File: src/rtl/fp8_pkg.sv
`default_nettype none
// ============================================================================
// Module   : fp8_pkg
// Brief    : FP8 field layout, default exponent bias and divider FSM states.
// Revision : 1.0
// ============================================================================
package fp8_pkg;

    localparam int c_sign_bit      = 7;
    localparam int c_exp_msb       = 6;
    localparam int c_exp_lsb       = 3;
    localparam int c_mant_msb      = 2;
    localparam int c_def_exp_bias  = 7;
    localparam int c_div_cycles    = 5;

    typedef enum logic [1:0] {
        IDLE = 2'd0,
        DIV  = 2'd1,
        NORM = 2'd2,
        DONE = 2'd3
    } state_t;

    function automatic logic [3:0] full_mant(input logic [c_mant_msb:0] m);
        return {1'b1, m};
    endfunction

endpackage
`default_nettype wire

File: src/rtl/fp8_divider_mant_divider.sv
`default_nettype none
// ============================================================================
// Module   : mant_divider
// Brief    : Restoring 4-bit mantissa divider, one quotient bit per cycle.
// Revision : 1.0
// ============================================================================
module mant_divider
    import fp8_pkg::*;
(
    input  logic       clk,
    input  logic       rst_n,
    input  logic       i_start,
    input  logic [3:0] i_ma,
    input  logic [3:0] i_mb,
    output logic       o_busy,
    output logic       o_done,
    output logic [4:0] o_q
);

    logic [4:0] r_rem;
    logic [3:0] r_mb;
    logic [4:0] r_q;
    logic [2:0] r_cnt;

    logic       w_ge;
    logic [4:0] w_rem_sub;

    assign w_ge      = (r_rem >= {1'b0, r_mb});
    // After a restore the remainder is below MB, so 4 bits survive the shift
    assign w_rem_sub = w_ge ? (r_rem - {1'b0, r_mb}) : r_rem;

    always_ff @(posedge clk or negedge rst_n) begin
        if (!rst_n) begin
            r_rem <= 5'd0;
            r_mb  <= 4'd0;
            r_q   <= 5'd0;
            r_cnt <= 3'd0;
        end else if (i_start) begin
            r_rem <= {1'b0, i_ma};
            r_mb  <= i_mb;
            r_q   <= 5'd0;
            r_cnt <= 3'(c_div_cycles);
        end else if (r_cnt != 3'd0) begin
            r_q   <= {r_q[3:0], w_ge};
            r_rem <= {w_rem_sub[3:0], 1'b0};
            r_cnt <= r_cnt - 3'd1;
        end
    end

    assign o_busy = (r_cnt != 3'd0);
    assign o_done = (r_cnt == 3'd1);
    assign o_q    = r_q;

endmodule
`default_nettype wire

File: src/rtl/fp8_divider.sv
`default_nettype none
// ============================================================================
// Module   : fp8_divider
// Brief    : Multi-cycle FP8 divider with valid/ready handshakes on both sides.
// Revision : 1.0
// ============================================================================
module fp8_divider
    import fp8_pkg::*;
#(
    parameter int EXP_BIAS = c_def_exp_bias
) (
    input  logic       clk,
    input  logic       rst_n,
    input  logic       in_valid,
    output logic       in_ready,
    input  logic [7:0] a,
    input  logic [7:0] b,
    output logic       out_valid,
    input  logic       out_ready,
    output logic [7:0] quotient,
    output logic       ovf,
    output logic       unf
);

    state_t     r_state;
    state_t     w_state_nxt;

    // Sign and exponent of each operand; mantissas live in the divider
    logic [4:0] r_a_se;
    logic [4:0] r_b_se;
    logic [7:0] r_quotient;
    logic       r_ovf;
    logic       r_unf;

    logic       w_accept;
    logic       w_div_busy;
    logic       w_div_done;
    logic [4:0] w_q;
    logic [5:0] w_exp;
    logic [2:0] w_mant;

    assign w_accept = in_valid && (r_state == IDLE);

    mant_divider u_mant_divider (
        .clk     (clk),
        .rst_n   (rst_n),
        .i_start (w_accept),
        .i_ma    (full_mant(a[c_mant_msb:0])),
        .i_mb    (full_mant(b[c_mant_msb:0])),
        .o_busy  (w_div_busy),
        .o_done  (w_div_done),
        .o_q     (w_q)
    );

    always_ff @(posedge clk or negedge rst_n) begin
        if (!rst_n) begin
            r_state <= IDLE;
        end else begin
            r_state <= w_state_nxt;
        end
    end

    always_comb begin
        w_state_nxt = r_state;
        case (r_state)
            IDLE: if (in_valid)              w_state_nxt = DIV;
            DIV: begin
                if (w_div_done)              w_state_nxt = NORM;
                else if (!w_div_busy)        w_state_nxt = IDLE;
            end
            NORM:                            w_state_nxt = DONE;
            DONE: if (out_ready)             w_state_nxt = IDLE;
            default:                         w_state_nxt = IDLE;
        endcase
    end

    // Six-bit two's complement covers the full -9..22 exponent span
    assign w_exp  = {2'b00, r_a_se[3:0]} - {2'b00, r_b_se[3:0]}
                  + 6'(EXP_BIAS) - {5'd0, ~w_q[4]};
    assign w_mant = w_q[4] ? w_q[3:1] : w_q[2:0];

    always_ff @(posedge clk or negedge rst_n) begin
        if (!rst_n) begin
            r_a_se     <= 5'd0;
            r_b_se     <= 5'd0;
            r_quotient <= 8'h00;
            r_ovf      <= 1'b0;
            r_unf      <= 1'b0;
        end else begin
            if (w_accept) begin
                r_a_se <= {a[c_sign_bit], a[c_exp_msb:c_exp_lsb]};
                r_b_se <= {b[c_sign_bit], b[c_exp_msb:c_exp_lsb]};
            end
            if (r_state == NORM) begin
                r_quotient <= {r_a_se[4] ^ r_b_se[4], w_exp[3:0], w_mant};
                r_ovf      <= ~w_exp[5] & w_exp[4];
                r_unf      <= w_exp[5];
            end
        end
    end

    assign in_ready  = (r_state == IDLE);
    assign out_valid = (r_state == DONE);
    assign quotient  = r_quotient;
    assign ovf       = r_ovf;
    assign unf       = r_unf;

endmodule
`default_nettype wire

File: config.mk
export PLATFORM = sky130hd
export DESIGN_NAME = fp8_divider
export DESIGN_NICKNAME = d
export VERILOG_FILES = /design/src/rtl/fp8_pkg.sv /design/src/rtl/fp8_divider_mant_divider.sv /design/src/rtl/fp8_divider.sv
export SDC_FILE = /design/constraint.sdc
export NUM_CORES = 1
export LEC_CHECK = 0
export ABC_CLOCK_PERIOD_IN_PS = 4000
export BUFFER_PORTS_ARGS = -buffer_cell sky130_fd_sc_hd__buf_2
export CAP_MARGIN = 25
export CORE_ASPECT_RATIO = 1.5
export CORE_MARGIN = 4
export CORE_UTILIZATION = 60
export DETAILED_ROUTE_END_ITERATION = 10
export PLACE_DENSITY = 0.95
export SKIP_CTS_REPAIR_TIMING = 1
export SLEW_MARGIN = 20
export SYNTH_ARGS = -nofsm -noshare
export SYNTH_HDL_FRONTEND = slang
export SYNTH_SLANG_ARGS = --single-unit
File: constraint.sdc
create_clock -name clk -period 4 [get_ports clk]
set_clock_uncertainty 0.2 [all_clocks]
set_input_delay 0.8 -clock clk [delete_from_list [all_inputs] [get_ports clk]]
set_output_delay 0.8 -clock clk [all_outputs]
set_load 0.005 [all_outputs]
==> out/qor.yml <==
core-area_um2: 3220
end_kind: "flop"
dr.pass1.iters: 4
min_path_type: "reg -> reg"
gp_congestion: 0.916
clockBufferDepth: 2
port_buffers: 31
htreeDepth: 2
outcome: "completed"
power_mw: 2.20
yosysSeqAreaShare_pct: 47.6
path_max_fanout: 3
rsz0062_at_grt: "false"
setup_viol: 0
synth_cells: 217
io_pins: 32
yosysMostFrequentCell: "nand2_1"
die_y_um: 79.6
yosysTopAreaCell: "dfrtp_1"
mappedNetlistArea_um2: 2050
synthTopCellsByArea: "dfrtp_1 (48%), ha_1 (9.2%), nand2_1 (8.8%)"
p_leak_nw: 1.17
fp.dieArea_um2: 4430
grt_overflow: 0
synth_edf_count: 0
final_antenna_net_count: 0
ys_ff_latch: 39
finalWorstSetupSlack_ns: 1.23
dpl_worst_slack_ns: 1.23
root_buffer: "clkbuf_8"
drtIter0Drc: 23
worst-setup-path-type: "reg -> reg"
tightest_slew_ns: 0.849
grt_pass1_wl_um: 7180
slew_headroom_pct: 43.4
synthFlopType: "dfrtp_1"
crit_arrival_ns: 2.81
synth_cell_types: 31
finish.utilization_pct: 71.8
max_freq_mhz: 361
vias: 1573
yosys_warnings: 0
fin_setup_tns_ns: 0
grt_pass1_vias: 1645
finalHoldWorstSlack_ns: 0.264
antenna_found_initial: 0
grt_max_degree: 40
track_usage_pct: 21.1
synth_common_cells: "nand2_1 (48), dfrtp_1 (39), a21oi_1 (20)"
dpl_cell_area_um2: 2210
syn_to_final_growth_pct: 12.9
clock_latency_ns: 0.30
slew_viol_final: 0
cts_tree: "built"
hold_violations: 0
syn-mean-instance-area_um2: 9.44
start_kind: "flop"
min_period_ns: 2.77
initial_core_util_pct: 63.6
multi_input_comb_area_um2: 972
area.sequential_um2: 976
maxCapViolCount: 0
cts_inserted_buffers: 5
synth_top_area_share_pct: 47.6
wl_per_cell_um: 14.3
rows: 25
route.detailed.drc: 0
powerDensity_nw_per_um2: 950
die_width_um: 55.7
synth-async-reset-ratio_pct: 100
path_clk_slew_ns: 0.08
fin_area_um2: 2310
totalWireLength_um: 4120
nFillCells: 248
hpwl_um: 2980
cp.required_ns: 4.04
diodes: 0
dp_cells: 279
period_share_pct: 69.3
layout.nets: 285
vias_per_cell: 5.46
fin_cells: 288
clkSinkCount: 39
vdd.ir_drop.worst_v: 0.000630
synth_nets: 255
drive_gt1_share_pct: 16.5
## layout make-up
cell class	instances	share of cell area, %
Clock buffer	6	3.14
Inverter	16	2.60
Sequential cell	39	42.2
Tap cell	40	2.16
Multi-Input combinational cell	153	42.0
Timing Repair Buffer	32	7.36
Clock inverter	2	0.541
## cell families (layout without fill, tap and decap cells)
family	Yosys count	count (layout)	share of synthesized area (%)
AOI/OAI and AO/OA	44	44	11.9
adders and majority gates	18	18	12.1
xor gates and xnor gates	6	6	2.56
muxes	9	9	5.07
buffers and inverters	25	56	4.95
DFF	39	39	47.6
and+or+nand+nor	76	76	15.8
## power by group
part           leakage (nW)  internal, mW  switching (mW)
clock network        0.0412         0.122           0.144
logic                 0.648         0.563           0.668
registers             0.478         0.579           0.122
## flip-flops by register name, summed over array words and instances (netlist names), named ones only
signal and cells:
r_a_se 5, r_b_se 5, unf 1, r_state 1, ovf 1, u_mant_divider.r_rem 5
u_mant_divider.r_cnt 3, u_mant_divider.r_mb 4, quotient 8, u_mant_divider.o_q 5
## placed cells by master (no fill, tap or decap), types with 2 or more instances in the layout
cell type,n
nor3_1,4
fa_1,3
dfrtp_1,39
inv_1,16
nor2_1,10
nand2b_1,2
nand2_1,48
a21o_1,2
a211oi_1,2
mux2_4,2
o21ai_1,4
o22ai_1,2
nor2b_1,3
mux2i_1,4
o21ai_0,10
buf_2,31
mux2_1,3
and2_1,2
a21oi_1,20
ha_1,15
or4_1,2
nand3_1,3
clkbuf_8,5
xnor2_1,5
## worst max-delay path, cell delays in order (launching register included)
cell       delay (ns)
dfrtp_1          0.36
inv_1            0.07
ha_1             0.14
inv_1            0.06
fa_1             0.55
inv_1            0.07
ha_1             0.23
fa_1             0.42
a2111oi_0        0.47
a21o_1           0.13
## worst paths after layout
| check | from | to | slack (ns) | depth (start not counted) |
|---|---|---|---|---|
| hold reg to reg | u_mant_divider.r_mb[3]$_DFFE_PN0P_ | u_mant_divider.r_mb[3]$_DFFE_PN0P_ | 0.26 | 2 |
| setup reg to reg | r_a_se[0]$_DFFE_PN0P_ | unf$_DFFE_PN0P_ | 1.23 | 9 |
| max in group asynchronous | rst_n | u_mant_divider.r_rem[1]$_DFFE_PN0P_ | 2.66 | 1 |
| setup / recovery | r_a_se[0]$_DFFE_PN0P_ | unf$_DFFE_PN0P_ | 1.23 | 9 |
| min in group asynchronous | rst_n | quotient[5]$_DFFE_PN0P_ | 0.40 | 1 |
| hold / removal | u_mant_divider.r_mb[3]$_DFFE_PN0P_ | u_mant_divider.r_mb[3]$_DFFE_PN0P_ | 0.26 | 2 |
## per-layer routing
layer,GRT usage [%],share of wire (%)
met2,37.1,53
met3,5.50,5.2
met4,11.7,3.5
met1,22.7,38
met5,0,0
Note: power is estimated with default switching activity, not from simulation.
